--- config.mk ---
export PLATFORM = sky130hd
export DESIGN_NAME = modbus_req_rx_flat
export DESIGN_NICKNAME = d
export VERILOG_FILES = /design/src/rtl/modbus_req_rx_if.sv /design/src/rtl/modbus_req_rx.sv /design/src/flat_wrapper.sv
export SDC_FILE = /design/constraint.sdc
export NUM_CORES = 1
export LEC_CHECK = 0
export BUFFER_PORTS_ARGS = -buffer_cell sky130_fd_sc_hd__buf_2
export CORE_MARGIN = 3
export CORE_UTILIZATION = 50
export CTS_CLUSTER_SIZE = 14
export DETAILED_ROUTE_END_ITERATION = 10
export PLACE_DENSITY = 0.69
export SETUP_SLACK_MARGIN = 0.3
export SLEW_MARGIN = 20
export SYNTH_ARGS = -nofsm -noshare
export SYNTH_HDL_FRONTEND = slang
export SYNTH_SLANG_ARGS = --single-unit
--- constraint.sdc ---
create_clock -name clk_in -period 2.3 [get_ports clk_in]
set_input_delay 0.575 -clock clk_in [delete_from_list [all_inputs] [get_ports clk_in]]
set_output_delay 0.575 -clock clk_in [all_outputs]
set_load 0.03 [all_outputs]
--- src/rtl/modbus_req_rx_if.sv ---
// Byte-receive and request-handoff signals between the UART receiver,
// the Modbus request receiver and the response transmitter.
interface modbus_req_rx_if;
    logic [7:0]  rx_data;
    logic        rx_done;
    logic [7:0]  dev_addr;
    logic        resp_busy;
    logic        tx_start;
    logic [7:0]  func_code;
    logic [15:0] start_addr;
    logic [7:0]  tx_quantity;
    logic        frame_err;
    logic [2:0]  err_code;

    modport master (
        output rx_data, rx_done, dev_addr, resp_busy,
        input  tx_start, func_code, start_addr, tx_quantity, frame_err, err_code
    );

    modport slave (
        input  rx_data, rx_done, dev_addr, resp_busy,
        output tx_start, func_code, start_addr, tx_quantity, frame_err, err_code
    );
endinterface

--- src/rtl/modbus_req_rx.sv ---
// Modbus RTU request-frame receiver: delimits frames by 3.5-char silence,
// checks CRC/address/function/quantity and hands off Read Holding Registers requests.
module modbus_req_rx #(
    parameter int unsigned CLK_FREQ   = 50000000,
    parameter int unsigned BAUD_RATE  = 115200,
    parameter int unsigned GAP_CYCLES = (CLK_FREQ / BAUD_RATE) * 39
) (
    input  logic           clk_in,
    input  logic           rst_n_in,
    modbus_req_rx_if.slave bus
);

    localparam int unsigned GAP_W     = 20;
    localparam int unsigned CNT_W     = 4;
    localparam int unsigned BUF_DEPTH = 8;
    localparam int unsigned IDX_W     = 3;
    localparam logic [GAP_W-1:0] GAP_LAST = GAP_W'(GAP_CYCLES - 1);
    localparam logic [GAP_W-1:0] GAP_MAX  = '1;
    localparam logic [CNT_W-1:0] CNT_FULL = CNT_W'(BUF_DEPTH);
    localparam logic [CNT_W-1:0] CNT_OVF  = CNT_W'(BUF_DEPTH + 1);
    localparam logic [15:0]      CRC_INIT = 16'hFFFF;
    localparam logic [7:0]       FC_READ_HOLD = 8'h03;
    localparam logic [15:0]      QTY_MAX  = 16'd125;

    typedef enum logic [1:0] {
        S_IDLE  = 2'd0,
        S_RECV  = 2'd1,
        S_CHECK = 2'd2
    } state_e;

    // One full byte of CRC-16/Modbus (reflected poly 0xA001), LSB first
    function automatic logic [15:0] crc16_byte(input logic [15:0] crc_in,
                                               input logic [7:0]  data);
        logic [15:0] c;
        c = crc_in ^ {8'h00, data};
        for (int i = 0; i < 8; i++) begin
            c = c[0] ? ((c >> 1) ^ 16'hA001) : (c >> 1);
        end
        return c;
    endfunction

    state_e           state_q;
    logic [CNT_W-1:0] byte_cnt_q;
    logic [7:0]       byte_q [BUF_DEPTH];
    logic [15:0]      crc_q;
    logic [GAP_W-1:0] gap_q;

    logic             tx_start_q;
    logic             frame_err_q;
    logic [7:0]       func_code_q;
    logic [15:0]      start_addr_q;
    logic [7:0]       tx_quantity_q;
    logic [2:0]       err_code_q;

    logic [15:0]      crc_base_c;
    logic [15:0]      crc_d;
    logic [GAP_W-1:0] gap_d;
    logic [15:0]      quantity_c;
    logic             chk_pass_c;
    logic             chk_err_c;
    logic [2:0]       chk_code_c;

    // A new frame starting in S_IDLE or S_CHECK folds into a fresh CRC
    assign crc_base_c = (state_q == S_RECV) ? crc_q : CRC_INIT;
    assign crc_d      = crc16_byte(crc_base_c, bus.rx_data);

    always_comb begin
        gap_d = gap_q;
        if (bus.rx_done) begin
            gap_d = '0;
        end else if (gap_q != GAP_MAX) begin
            gap_d = gap_q + GAP_W'(1);
        end
    end

    // Frame verdict, first failing check wins; address mismatch is silent
    always_comb begin
        chk_pass_c = 1'b0;
        chk_err_c  = 1'b0;
        chk_code_c = 3'd0;
        quantity_c = {byte_q[4], byte_q[5]};
        if (byte_cnt_q != CNT_FULL) begin
            chk_err_c  = 1'b1;
            chk_code_c = 3'd1;
        end else if (crc_q != 16'h0000) begin
            chk_err_c  = 1'b1;
            chk_code_c = 3'd2;
        end else if ((byte_q[0] != bus.dev_addr) || (byte_q[0] == 8'h00)) begin
            chk_err_c  = 1'b0;
        end else if (byte_q[1] != FC_READ_HOLD) begin
            chk_err_c  = 1'b1;
            chk_code_c = 3'd3;
        end else if ((quantity_c == 16'd0) || (quantity_c > QTY_MAX)) begin
            chk_err_c  = 1'b1;
            chk_code_c = 3'd4;
        end else if (bus.resp_busy) begin
            chk_err_c  = 1'b1;
            chk_code_c = 3'd5;
        end else begin
            chk_pass_c = 1'b1;
        end
    end

    always_ff @(posedge clk_in or negedge rst_n_in) begin
        if (!rst_n_in) begin
            state_q       <= S_IDLE;
            byte_cnt_q    <= '0;
            crc_q         <= CRC_INIT;
            gap_q         <= '0;
            tx_start_q    <= 1'b0;
            frame_err_q   <= 1'b0;
            func_code_q   <= 8'h00;
            start_addr_q  <= 16'h0000;
            tx_quantity_q <= 8'h00;
            err_code_q    <= 3'd0;
            for (int i = 0; i < int'(BUF_DEPTH); i++) begin
                byte_q[i] <= 8'h00;
            end
        end else begin
            tx_start_q  <= 1'b0;
            frame_err_q <= 1'b0;
            gap_q       <= gap_d;
            case (state_q)
                S_IDLE: begin
                    if (bus.rx_done) begin
                        byte_q[0]  <= bus.rx_data;
                        byte_cnt_q <= CNT_W'(1);
                        crc_q      <= crc_d;
                        state_q    <= S_RECV;
                    end
                end
                S_RECV: begin
                    if (bus.rx_done) begin
                        if (byte_cnt_q < CNT_FULL) begin
                            byte_q[byte_cnt_q[IDX_W-1:0]] <= bus.rx_data;
                            byte_cnt_q <= byte_cnt_q + CNT_W'(1);
                        end else begin
                            byte_cnt_q <= CNT_OVF;
                        end
                        crc_q <= crc_d;
                    end else if (gap_q == GAP_LAST) begin
                        state_q <= S_CHECK;
                    end
                end
                S_CHECK: begin
                    if (chk_pass_c) begin
                        tx_start_q    <= 1'b1;
                        func_code_q   <= byte_q[1];
                        start_addr_q  <= {byte_q[2], byte_q[3]};
                        tx_quantity_q <= byte_q[5];
                    end
                    if (chk_err_c) begin
                        frame_err_q <= 1'b1;
                        err_code_q  <= chk_code_c;
                    end
                    // A byte arriving now opens the next frame
                    if (bus.rx_done) begin
                        byte_q[0]  <= bus.rx_data;
                        byte_cnt_q <= CNT_W'(1);
                        crc_q      <= crc_d;
                        state_q    <= S_RECV;
                    end else begin
                        byte_cnt_q <= '0;
                        crc_q      <= CRC_INIT;
                        state_q    <= S_IDLE;
                    end
                end
                default: begin
                    byte_cnt_q <= '0;
                    crc_q      <= CRC_INIT;
                    state_q    <= S_IDLE;
                end
            endcase
        end
    end

    assign bus.tx_start    = tx_start_q;
    assign bus.frame_err   = frame_err_q;
    assign bus.func_code   = func_code_q;
    assign bus.start_addr  = start_addr_q;
    assign bus.tx_quantity = tx_quantity_q;
    assign bus.err_code    = err_code_q;

endmodule

--- src/flat_wrapper.sv ---
// flat-port wrapper written by rule: the top's interface ports become plain ports
module modbus_req_rx_flat 
#(
    parameter int unsigned CLK_FREQ   = 50000000,
    parameter int unsigned BAUD_RATE  = 115200,
    parameter int unsigned GAP_CYCLES = (CLK_FREQ / BAUD_RATE) * 39
)
  (clk_in, rst_n_in, bus_rx_data, bus_rx_done, bus_dev_addr, bus_resp_busy, bus_tx_start, bus_func_code, bus_start_addr, bus_tx_quantity, bus_frame_err, bus_err_code);
  modbus_req_rx_if bus_i ();
  input  logic clk_in;
  input  logic rst_n_in;
  input wire logic [$bits(bus_i.rx_data)-1:0] bus_rx_data;
  input wire logic [$bits(bus_i.rx_done)-1:0] bus_rx_done;
  input wire logic [$bits(bus_i.dev_addr)-1:0] bus_dev_addr;
  input wire logic [$bits(bus_i.resp_busy)-1:0] bus_resp_busy;
  output wire logic [$bits(bus_i.tx_start)-1:0] bus_tx_start;
  output wire logic [$bits(bus_i.func_code)-1:0] bus_func_code;
  output wire logic [$bits(bus_i.start_addr)-1:0] bus_start_addr;
  output wire logic [$bits(bus_i.tx_quantity)-1:0] bus_tx_quantity;
  output wire logic [$bits(bus_i.frame_err)-1:0] bus_frame_err;
  output wire logic [$bits(bus_i.err_code)-1:0] bus_err_code;
  assign bus_i.rx_data = bus_rx_data;
  assign bus_i.rx_done = bus_rx_done;
  assign bus_i.dev_addr = bus_dev_addr;
  assign bus_i.resp_busy = bus_resp_busy;
  assign bus_tx_start = bus_i.tx_start;
  assign bus_func_code = bus_i.func_code;
  assign bus_start_addr = bus_i.start_addr;
  assign bus_tx_quantity = bus_i.tx_quantity;
  assign bus_frame_err = bus_i.frame_err;
  assign bus_err_code = bus_i.err_code;
  modbus_req_rx #(.CLK_FREQ(CLK_FREQ), .BAUD_RATE(BAUD_RATE), .GAP_CYCLES(GAP_CYCLES)) u_core (.clk_in(clk_in), .rst_n_in(rst_n_in), .bus(bus_i));
endmodule
After elaboration in Yosys (flattened, before gate mapping)
Cells that the tools add are included.
{"block": "totals", "input_bits": 20, "elab_cells": 118, "rom_bits": 0, "n_memories": 0, "reg_bits": 143, "latchBits": 0, "ramBits": 0}
{"block": "op_classes", "div": 0, "bitwise": 10, "n_shift": 0, "multipliers": 0, "mux": 53, "n_reduce_logical": 17, "eq_ne": 14, "magnitude_cmp": 4, "addsub": 2}
{"operator": "$mux W16", "n": 11}
{"operator": "$mux W64", "n": 2}
{"operator": "$bwmux W64", "n": 1}
{"operator": "$mux W20", "n": 2}
{"operator": "$pmux W16 S2", "n": 1}
{"operator": "$demux W8 S3", "n": 1}
{"operator": "$not A2 Y3", "n": 8}
{"operator": "$add A20 B1 Y20 const B", "n": 1}
{"operator": "$eq A20 B15 Y1 const B", "n": 1}
{"operator": "$ne A20 B20 Y1 const B", "n": 1}
{"operator": "$mux W1", "n": 18}
{"operator": "$mux W3", "n": 6}
{"operator": "$gt A16 B7 Y1 const B", "n": 1}
{"operator": "$logic_not A16 Y1", "n": 1}
{"operator": "$mux W8", "n": 2}
{"operator": "$pmux W8 S2", "n": 1}
{"operator": "$reduce_bool A16 Y1", "n": 1}
{"operator": "$xor A16 B8 Y16", "n": 1}
{"operator": "$mux W4", "n": 3}
{"operator": "$pmux W4 S3", "n": 1}
{"operator": "$ne A2 B2 Y1 const B", "n": 5}
{"operator": "$logic_not A8 Y1", "n": 1}
{"operator": "$ne A8 B2 Y1 const B", "n": 1}
{"operator": "$ne A8 B8 Y1", "n": 1}
{"operator": "other kinds (19)", "n": 28}

Longest topological paths before layout
{"block": "logic_depth", "word_depth": 21, "ltp_mapped": 9, "ltp_nobuf": 8}

Worst setup path before layout
OpenSTA, ideal clock, no wires.
{"block": "synth_path", "path_kind": "input-to-reg", "from": "input bus_rx_data[5]", "to": "register u_core.crc_q[15]", "path_buffers": 1, "setup_slack_ps": 99, "required_ps": 2213, "stages": 7, "arrival_time_ps": 2114, "cell_sequence": "buf_2 -> xor2_1 -> xnor3_1 -> xor3_2 -> xnor2_2 -> nor4bb_1 -> nor3_1"}
{"block": "synth_via", "elab_chain_cells": 12, "elab_cells_between_ends": 13}
{"element": "from (decl)", "line": "flat_wrapper.sv:12", "text": "input wire logic [$bits(bus_i.rx_data)-1:0] bus_rx_data;"}
{"element": "$xor A16 B8 Y16 (*)", "line": "modbus_req_rx.sv:35", "text": "c = crc_in ^ {8'h00, data};"}
{"element": "$mux W16 (*) (4 in series)", "line": "modbus_req_rx.sv:37", "text": "c = c[0] ? ((c >> 1) ^ 16'hA001) : (c >> 1);"}
{"element": "$not A2 Y3 (no source line)"}
{"element": "$mux W16 (*) (4 in series)", "line": "modbus_req_rx.sv:37"}
{"element": "$mux W16, on equally long branches", "line": "modbus_req_rx.sv:157, modbus_req_rx.sv:125, modbus_req_rx.sv:133"}
{"element": "$pmux W16 S2 (*)", "line": "modbus_req_rx.sv:123", "text": "case (state_q)"}
{"element": "to (signal assigned)", "line": "modbus_req_rx.sv:128", "text": "crc_q <= crc_d;"}
{"element": "to (signal assigned)", "line": "modbus_req_rx.sv:140", "text": "crc_q <= crc_d;"}
{"element": "to (signal assigned)", "line": "modbus_req_rx.sv:160", "text": "crc_q <= crc_d;"}
{"element": "to (decl)", "line": "modbus_req_rx.sv:45", "text": "logic [15:0] crc_q;"}
Mark *: on every way between the ends. The rest lies on a longest branch, timed or not. The select of a mux whose other input is x is not followed.
A chain may end at the register's enable or synchronous reset.

Worst setup path after layout
{"block": "layout_path", "from": "register u_core.crc_q[6]", "to": "register u_core.start_addr_q[2] (netlist: u_core.bus.start_addr[2])"}
{"block": "layout_via", "elab_chain_cells": 4}
{"element": "$reduce_bool A16 Y1", "line": "modbus_req_rx.sv:85", "text": "end else if (crc_q != 16'h0000) begin"}
{"element": "$mux W1", "line": "modbus_req_rx.sv:85"}
{"element": "$mux W1", "line": "modbus_req_rx.sv:82", "text": "if (byte_cnt_q != CNT_FULL) begin"}
{"element": "$reduce_and A2 Y1 (no source line)"}
{"element": "to (signal assigned)", "line": "modbus_req_rx.sv:149", "text": "start_addr_q <= {byte_q[2], byte_q[3]};"}
{"element": "to (decl)", "line": "modbus_req_rx.sv:51", "text": "logic [15:0] start_addr_q;"}
No other way between the ends.

==> out/qor.yml <==
outcome:
  run_status: "finished clean"
cts:
  cts_hold_buffers: 0
  htree_levels: 4
  cts_buffers: 17
  path_clk_slew_ps: 60
  cts_tree: "done"
  clock_latency_ps: 420
  cts.path.max_buffers: 2
  clkSinkCount: 127
  root_buffer: "clkbuf_16"
timing:
  worstMarginPinSlew_ps: 583
  slew_headroom_pct: 60.9
  max_freq_mhz: 448
  tns_ps: 0
  fin_skew_ps: 8.23
  fin_crit_ps: 2230
  grt_setup_unrepaired: "true"
  final_max_slew_viol_count: 0
  finalCritPeriodShare_pct: 97.2
  setup_viol: 0
  layout_setup_ws_ps: 65.5
  finalHoldViolations: 0
setup_path:
  critPathMaxStageDelay_ps: 380
  endpoint_kind: "flop"
  cp.arrival_ps: 2580
  slowest_stage: "dfstp_2"
  cp-start-kind: "flop"
  required_ps: 2650
  crit_path_max_fanout: 6
  crit_type: "flop to flop"
  worstPathCellList: "buf_4 -> nor4_1 -> and4_2 -> nand2_2 -> nor4b_4 -> buf_6 -> buf_4 -> buf_12 -> nand2_1 -> nand2_1"
grt:
  grt_overflow: 0
  grt_pass1_wl_um: 21800
  antenna_found_initial: 0
  grt.total_usage_pct: 21.2
  grt_pass1_vias: 4391
  grt_max_degree: 48
die:
  core_area_sq_um: 11500
  io_pins: 57
  die_area_sq_um: 13200
  fp.dieW_um: 115
  start_util_pct: 51.5
  placementRows: 39
  die_h_um: 115
drt:
  wirelength_um: 14400
  antenna_left: 0
  vias_per_cell: 5.57
  drtIter0Drc: 386
  drc_errors: 0
  wl_per_cell_um: 17.6
  drtPass1Iterations: 5
  vias: 4571
placed_design:
  place_inst: 762
  place_congestion: 0.867
  port_buffers: 56
  dp_worst_setup_slack_ps: -22.2
  hpwlAfterDp_um: 8740
pwr:
  power_leakage_uw: 0.00364
  powerDensity_nw_per_um2: 1090
  vdd_drop_max_v: 0.000563
final_layout:
  fin_nets: 688
  area_growth_pct: 29.5
  diodes: 0
  fillCellCount: 824
  final_cell_mix: "107 x dfrtp_1, 81 x nand2_1, 55 x buf_2, 41 x nor2_1, 40 x mux2_2"
  instances_no_fill: 820
  regArea_sq_um: 3200
  multi_input_area_sq_um: 2830
  fin_util_pct: 66.7
  final_common_cell: "dfrtp_1"
  drive_above_1_share_pct: 38.7
worst_hold_path:
  hold_class: "input port to async pin"
logic_synthesis:
  yosysTopAreaCell: "dfrtp_1"
  syn_nets: 592
  ys_warn_count: 0
  yosys.cell_types.count: 59
  synth-seq-cells: 127
  synth_edf_count: 0
  synth_cells: 568
  synthesis.area_sq_um: 5930
  synth_top_area_share_pct: 46.8
  synth_flop_cell: "dfrtp_1"
  synth_area_per_cell_sq_um: 10.4
  yosysSeqAreaShare_pct: 53.9
  async_flop_share_pct: 100
  synth_area_leaders: "dfrtp_1 47%, mux2_2 8.0%, dfstp_2 7.1%"
run:
  maxCapViolCount: 0
-- report_power, final --
group	total [uW]	internal, uW	leakage (uW)	switching, uW
sequential	3390	2890	0.00163	500
clock	2630	1660	0.000280	976
combinational	2340	1270	0.00173	1070
-- per-layer routing --
metal | share of wire, % | track usage [%]
met1 | 40 | 25.9
met2 | 53 | 36.1
met3 | 4.9 | 5.37
met4 | 2.3 | 8.14
met5 | 0 | 0
-- final timing paths --
check	from	to	slack, ps	cells after the start
max	u_core.crc_q[6]$_DFFE_PN1P_	u_core.bus.start_addr[2]$_DFFE_PN0P_	70	10
min	rst_n_in	u_core.byte_q[44]$_DFFE_PN0P_	70	1
max reg2reg	u_core.crc_q[6]$_DFFE_PN1P_	u_core.bus.start_addr[2]$_DFFE_PN0P_	70	10
min reg2reg	u_core.bus.func_code[0]$_DFFE_PN0P_	u_core.bus.func_code[0]$_DFFE_PN0P_	470	1
max in group asynchronous	rst_n_in	u_core.crc_q[9]$_DFFE_PN1P_	1530	2
min in group clk_in	u_core.bus.func_code[0]$_DFFE_PN0P_	u_core.bus.func_code[0]$_DFFE_PN0P_	470	1
-- cell usage after synthesis, types with 6 or more instances --
master	n
inv_1	11
nor3_1	11
a21oi_1	20
clkbuf_1	19
nor4_1	11
nor2_1	43
and3_1	12
nand4_1	9
nand2b_1	6
xnor2_1	16
mux2_2	42
dfstp_2	16
and2_1	7
nand3_1	16
xor2_1	27
nand2_1	102
o21ai_0	21
dfrtp_1	111
o22ai_1	7
-- layout make-up --
| cell class | count | area share (%) |
|---|---|---|
| clock inverter | 8 | 1.03 |
| sequential | 127 | 41.7 |
| multi-input combinational | 400 | 36.9 |
| inverter | 12 | 0.587 |
| tap | 143 | 2.33 |
| timing repair buffer | 106 | 10.8 |
| clock buffer | 24 | 6.66 |
-- registers in the layout, indices dropped and copies added (netlist names) --
register / count
u_core.bus.tx_quantity: 8
u_core.bus.frame_err: 1
u_core.byte_q: 48
u_core.bus.func_code: 8
u_core.state_q: 2
u_core.crc_q: 16
u_core.bus.err_code: 3
u_core.gap_q: 20
u_core.bus.tx_start: 1
u_core.byte_cnt_q: 4
u_core.bus.start_addr: 16
-- repair_timing --
action                     CTS  global route
pin swaps                    7            34
gates resized for setup     22            56
cloned                       2             4
buffers inserted             6            14
setup endpoints to repair   42            65
-- critical path, delay by kind of cell (launching register included) --
kind	cells	cell delay [ps]
flip-flops	1	380
AND/OR/NAND/NOR	6	1230
buffers and inverters	4	540
-- cell families (layout without fill, tap and decap cells) --
logic type	after synthesis	in the layout	share of synthesized area, %
flops	127	127	53.9
xor+xnor	48	48	7.97
fa+ha+maj	4	4	0.844
buf+inv	41	150	3.14
mux	42	42	7.97
simple gates	238	238	19.2
compound gates	68	68	6.94
-- metrics by stage --
| stage | power [uW] | cell area (sq um) | hold slack (ps) |
|---|---|---|---|
| after global placement | 5280 | 6490 | 443 |
| after detailed placement | 5390 | 6490 | 447 |
| after floorplan | 4920 | 5970 | 279 |
| final | 8370 | 7680 | 66.2 |
| after global routing | 8810 | 7680 | 73.6 |
| after CTS | 8170 | 7280 | 59.3 |
Power figures use the tool's default switching activity.
